==> src/rtl/wr_arb_pkg.sv <==
// Shared definitions for the FIFO write-port arbiter.
//   arb_state_e : arbiter FSM encoding (idle / port locked to one requester)
//   gid_width() : width of a requester index for a given requester count
package wr_arb_pkg;

    typedef enum logic {
        ST_IDLE = 1'b0,
        ST_LOCK = 1'b1
    } arb_state_e;

    function automatic int gid_width(input int n);
        return (n > 1) ? $clog2(n) : 1;
    endfunction

endpackage

==> src/rtl/wr_port_arbiter_rr_pick.sv <==
// Combinational round-robin picker.
// Scans requesters starting one past last_grant and wrapping, returns the
// first asserted index.
//   req        in   N    request vector
//   last_grant in   GW   index granted most recently
//   pick_valid out  1    at least one request asserted
//   pick_idx   out  GW   winning index (0 when pick_valid=0)
module rr_pick
    import wr_arb_pkg::*;
#(
    parameter int N  = 4,
    parameter int GW = gid_width(N)
) (
    input  logic [N-1:0]  req,
    input  logic [GW-1:0] last_grant,
    output logic          pick_valid,
    output logic [GW-1:0] pick_idx
);

    int            cand;
    logic [GW-1:0] cand_idx;

    always_comb begin
        pick_valid = 1'b0;
        pick_idx   = '0;
        cand       = 0;
        cand_idx   = '0;
        // k runs 1..N so last_grant itself is checked last.
        for (int k = 1; k <= N; k++) begin
            cand     = (int'(last_grant) + k) % N;
            cand_idx = GW'(cand);
            if (!pick_valid && req[cand_idx]) begin
                pick_valid = 1'b1;
                pick_idx   = cand_idx;
            end
        end
    end

endmodule

==> src/rtl/wr_port_arbiter.sv <==
// Shares the async FIFO write port among NUM_REQ requesters.
// Round-robin arbitration with packet lock: the owner keeps the port until
// its last beat or MAX_BURST beats, whichever comes first.
//   wr_clk     in   1                   write-domain clock
//   rst_n      in   1                   synchronous active-low reset
//   req_valid  in   NUM_REQ             per-requester data valid
//   req_last   in   NUM_REQ             per-requester last beat of packet
//   req_data   in   NUM_REQ*DATA_WIDTH  requester i at [i*DATA_WIDTH +: DATA_WIDTH]
//   req_ready  out  NUM_REQ             one-hot or zero
//   full       in   1                   FIFO full flag
//   wr_en_sys  out  1                   FIFO write request
//   wr_data    out  DATA_WIDTH          FIFO write data
//   grant_id   out  GID_WIDTH           current owner (valid while busy)
//   busy       out  1                   port locked to grant_id
//
// state   | meaning
// IDLE    | no owner; arbitrate among valid requesters (no data accepted)
// LOCK    | port owned by grant_id; beats pass through until release
module wr_port_arbiter
    import wr_arb_pkg::*;
#(
    parameter  int NUM_REQ    = 4,
    parameter  int DATA_WIDTH = 8,
    parameter  int MAX_BURST  = 8,
    parameter  int CNT_WIDTH  = 4,
    localparam int GID_WIDTH  = gid_width(NUM_REQ)
) (
    input  logic                          wr_clk,
    input  logic                          rst_n,
    input  logic [NUM_REQ-1:0]            req_valid,
    input  logic [NUM_REQ-1:0]            req_last,
    input  logic [NUM_REQ*DATA_WIDTH-1:0] req_data,
    output logic [NUM_REQ-1:0]            req_ready,
    input  logic                          full,
    output logic                          wr_en_sys,
    output logic [DATA_WIDTH-1:0]         wr_data,
    output logic [GID_WIDTH-1:0]          grant_id,
    output logic                          busy
);

    localparam logic [CNT_WIDTH-1:0] BURST_LAST = CNT_WIDTH'(MAX_BURST - 1);

    arb_state_e           state_q, state_d;
    logic [GID_WIDTH-1:0] grant_q, grant_d;
    logic [GID_WIDTH-1:0] last_grant_q, last_grant_d;
    logic [CNT_WIDTH-1:0] beat_cnt_q, beat_cnt_d;
    logic                 pick_valid;
    logic [GID_WIDTH-1:0] pick_idx;

    rr_pick #(
        .N  (NUM_REQ),
        .GW (GID_WIDTH)
    ) u_rr_pick (
        .req        (req_valid),
        .last_grant (last_grant_q),
        .pick_valid (pick_valid),
        .pick_idx   (pick_idx)
    );

    always_ff @(posedge wr_clk) begin
        if (!rst_n) begin
            state_q      <= ST_IDLE;
            grant_q      <= '0;
            last_grant_q <= GID_WIDTH'(NUM_REQ - 1);
            beat_cnt_q   <= '0;
        end else begin
            state_q      <= state_d;
            grant_q      <= grant_d;
            last_grant_q <= last_grant_d;
            beat_cnt_q   <= beat_cnt_d;
        end
    end

    // Handshake outputs are gated by rst_n directly so nothing is written
    // in a reset cycle even while the registers still show LOCK.
    always_comb begin
        state_d      = state_q;
        grant_d      = grant_q;
        last_grant_d = last_grant_q;
        beat_cnt_d   = beat_cnt_q;
        req_ready    = '0;
        wr_en_sys    = 1'b0;
        case (state_q)
            ST_IDLE: begin
                if (pick_valid) begin
                    state_d    = ST_LOCK;
                    grant_d    = pick_idx;
                    beat_cnt_d = '0;
                end
            end
            ST_LOCK: begin
                req_ready[grant_q] = ~full & rst_n;
                wr_en_sys          = req_valid[grant_q] & ~full & rst_n;
                if (wr_en_sys) begin
                    beat_cnt_d = beat_cnt_q + 1'b1;
                    if (req_last[grant_q] || (beat_cnt_q == BURST_LAST)) begin
                        state_d      = ST_IDLE;
                        last_grant_d = grant_q;
                    end
                end
            end
            default: state_d = ST_IDLE;
        endcase
    end

    always_comb begin
        wr_data = '0;
        for (int i = 0; i < NUM_REQ; i++) begin
            if (grant_q == GID_WIDTH'(i)) begin
                wr_data = req_data[i*DATA_WIDTH +: DATA_WIDTH];
            end
        end
    end

    assign grant_id = grant_q;
    assign busy     = (state_q == ST_LOCK);

endmodule

==> config.mk <==
export PLATFORM = sky130hd
export DESIGN_NAME = wr_port_arbiter
export DESIGN_NICKNAME = d
export VERILOG_FILES = /design/src/rtl/wr_arb_pkg.sv /design/src/rtl/wr_port_arbiter_rr_pick.sv /design/src/rtl/wr_port_arbiter.sv
export SDC_FILE = /design/constraint.sdc
export NUM_CORES = 1
export LEC_CHECK = 0
export CORE_MARGIN = 3
export CORE_UTILIZATION = 34
export CTS_BUF_LIST = sky130_fd_sc_hd__clkbuf_8 sky130_fd_sc_hd__clkbuf_16
export CTS_CLUSTER_DIAMETER = 100
export DETAILED_ROUTE_END_ITERATION = 7
export HOLD_SLACK_MARGIN = 0.05
export PLACE_DENSITY_LB_ADDON = 0.3
export SYNTH_ARGS = -nofsm -noshare
export SYNTH_HDL_FRONTEND = slang
export SYNTH_SLANG_ARGS = --single-unit
==> constraint.sdc <==
create_clock -name wr_clk -period 2 [get_ports wr_clk]
set_clock_uncertainty 0.2 [all_clocks]
set_input_delay 0.4 -clock wr_clk [delete_from_list [all_inputs] [get_ports wr_clk]]
set_output_delay 0.4 -clock wr_clk [all_outputs]
set_load 0.02 [all_outputs]
==> results.tsv <==
metric	value	unit
final worst-path cycle share	102	%
Layout area overhead	91.7	%
routability congestion estimate	0.765	
fin nets	196	
max-slew violation count	0	
CTS tree	done	
gr usage total	20.7	%
n_diodes	0	
Power Total	0.744	mW
H-tree levels	1	
largest net degree at the start of global routing	18	
#FFs+latches synth	9	
Netlist cell types	37	
post-DR vias/cell	5.45	
Worst-path clk slew	0.05	ns
CP endpoint kind	output pin	
Final Hold Vio Count	0	
syn_nets	123	
CP arrival	1.44	ns
Register Area	184	um2
IO Pins	59	
share of layout cells above drive strength 1	34.4	%
WL/cell	17.1	um
clock latency on the worst-skew pair	0.24	ns
syn avg cell area	10.3	um2
Max-cap violations	0	
routed vias	976	
WL final	3.07	mm
Syn Inst Count	79	
antenna viol nets, final	0	
RSZ-0062 raised after global routing	true	
Die Wd	54.8	um
status	finished with violations	
crit start category	flip-flop	
Initial DRT Pass Iterations	4	
fmax	490	MHz
first-pass GRT wire length	4.38	mm
CTS hold repair buffers	0	
# rows	17	
worst vdd ir	0.000433	V
Final setup viols	5	
Clock Path Buffers	2	
I/O Buffers	58	
WS Path Type	flip-flop to output pin	
Netlist Area Pre-Place	811	um2
failing checks	setup timing	
setup ws final	-0.0405	ns
dpl cells	173	
Synth Warn #	0	
DPL Wire Length	2.34	mm
clk root buf	clkbuf_8	
CP required	1.40	ns
# fillers	200	
fin util	69.6	%
sequential cell area fraction in the yosys report	22.2	%
number of global-route vias before repair	968	
DRT iter0 DRCs	16	
total congestion overflow	0	
cts bufs inserted	3	
clk sinks	9	
dpl ws	-0.624	ns
post-route minimum period	2.04	ns
Post-route DRC	0	
full die area	0.00301	mm2
multi-input logic area	582	um2
pwr/cell area	479	mW/mm2
Post-Layout Cell Count	179	
Worst Tran Pin Value	0.434	ns
normalized max-slew margin	70.8	%
Core Area	0.00223	mm2
P_leak	0.746	nW
worst-path maximum fanout	6	
initial antenna violation count	0	
worst hold path type	flip-flop to flip-flop	
Initial Utilization	36.3	%
die height	54.8	um
## timing repair
action | in CTS | in global routing
setup buffers | 2 | 0
hold endpoints to repair | 0 | 0
pin swaps | 2 | 0
gates resized for setup | 112 | 2
gates cloned | 0 | 0
endpoints found under the setup margin | 14 | 10
## power by group
group          internal (mW)  switching (mW)
Combinational          0.200           0.140
Sequential             0.187         0.00956
Clock                  0.134          0.0742
## synth_stat cells
cell type  instances  area share, %
mux4_2             6             17
nor4_1             1           0.77
nor3_1             2            1.2
o31ai_1            1           0.93
nand2_4            1            1.4
nand3_1            2            1.2
nand2_1            6            2.8
a21o_1             1           0.93
or2_2              1           0.77
o211ai_2           1            1.5
mux2_2             1            1.4
nand3_2            1            1.2
o21ai_0            2            1.2
a31oi_1            1           0.77
ha_1               1            1.5
buf_2              3            1.9
o211ai_1           2            1.9
nor3b_1            1           0.93
xnor2_1            1            1.1
dfxtp_1            9             22
mux4_1             4             13
o22ai_1            1           0.77
o21a_1             1           0.93
a22oi_1            1           0.93
o2111ai_1          1            1.1
and3_1             5            3.9
buf_1              2           0.93
buf_6              1            1.4
o311a_1            1            1.2
mux2i_1            3            3.7
o221ai_1           1            1.1
inv_1              3            1.4
a21boi_0           1           0.93
nand2b_1           2            1.5
and3b_1            2            2.2
nor2_1             5            2.3
clkbuf_1           1           0.46
## critical path, cell delays in order, from the launching register on
cell and delay, ns:
dfxtp_4 0.38, buf_6 0.14, mux4_2 0.53, buf_6 0.15
## state kept, by name, indices dropped and copies added (netlist names)
signal,cells
beat_cnt_q,4
busy,1
grant_id,2
last_grant_q,2
## cells in the final DEF, fill, tap and decap left out, types with 2 or more instances in the layout
| cell type | count |
|---|---|
| dlygate4sd2_1 | 32 |
| buf_4 | 14 |
| clkdlybuf4s50_1 | 12 |
| buf_6 | 11 |
| mux4_2 | 10 |
| dfxtp_1 | 8 |
| nand2_1 | 6 |
| nor2_1 | 5 |
| and3_1 | 5 |
| inv_1 | 3 |
| mux2i_1 | 3 |
| clkbuf_8 | 3 |
| buf_2 | 3 |
| nor3_1 | 2 |
| o211ai_1 | 2 |
| o21ai_0 | 2 |
| nand3_1 | 2 |
| nand2b_1 | 2 |
| buf_12 | 2 |
## final timing paths
check | from | endpoint | slack (ns) | cells past startpoint
setup reg to reg | grant_id[0] | last_grant_q[1] | 0.03 | 6
hold reg to reg | beat_cnt_q[3] | beat_cnt_q[3] | 0.28 | 1
setup / recovery | grant_id[0] | wr_data[1] | -0.04 | 3
hold / removal | beat_cnt_q[3] | beat_cnt_q[3] | 0.28 | 1
## routing by layer
metal | GRT usage [%] | vias up | part of all wire (%)
met5 | 0 | - | 0
met4 | 14.1 | 0 | 4.4
met3 | 3.54 | 13 | 6.8
met2 | 37.0 | 50 | 52
met1 | 21.8 | 462 | 37
li1 | - | 451 | -
## cell families after synthesis
group | Yosys count | synth area share [%]
compound gates | 15 | 14.2
xor+xnor | 1 | 1.08
fa+ha+maj | 1 | 1.54
buf+inv | 10 | 6.02
mux | 14 | 34.7
simple gates | 29 | 20.2
flops | 9 | 22.2
## layout make-up
class	instances	share of cell area [%]
clock buffer	3	2.66
tap	28	2.25
clock inverter	1	0.242
sequential	9	11.8
inverter	3	0.725
timing repair buffer	75	44.8
multi-input combinational	60	37.4
## through the flow
step / setup TNS, ns / hold slack [ns] / cell area [um2]
floorplan: 0 / 0.234 / 817
global placement: -6.56 / 0.253 / 1530
detailed placement: -7.34 / 0.259 / 1530
CTS: -0.0740 / 0.265 / 1540
global route: -0.423 / 0.303 / 1550
finish: -0.108 / 0.277 / 1550
(Power assumes the default switching activity.)
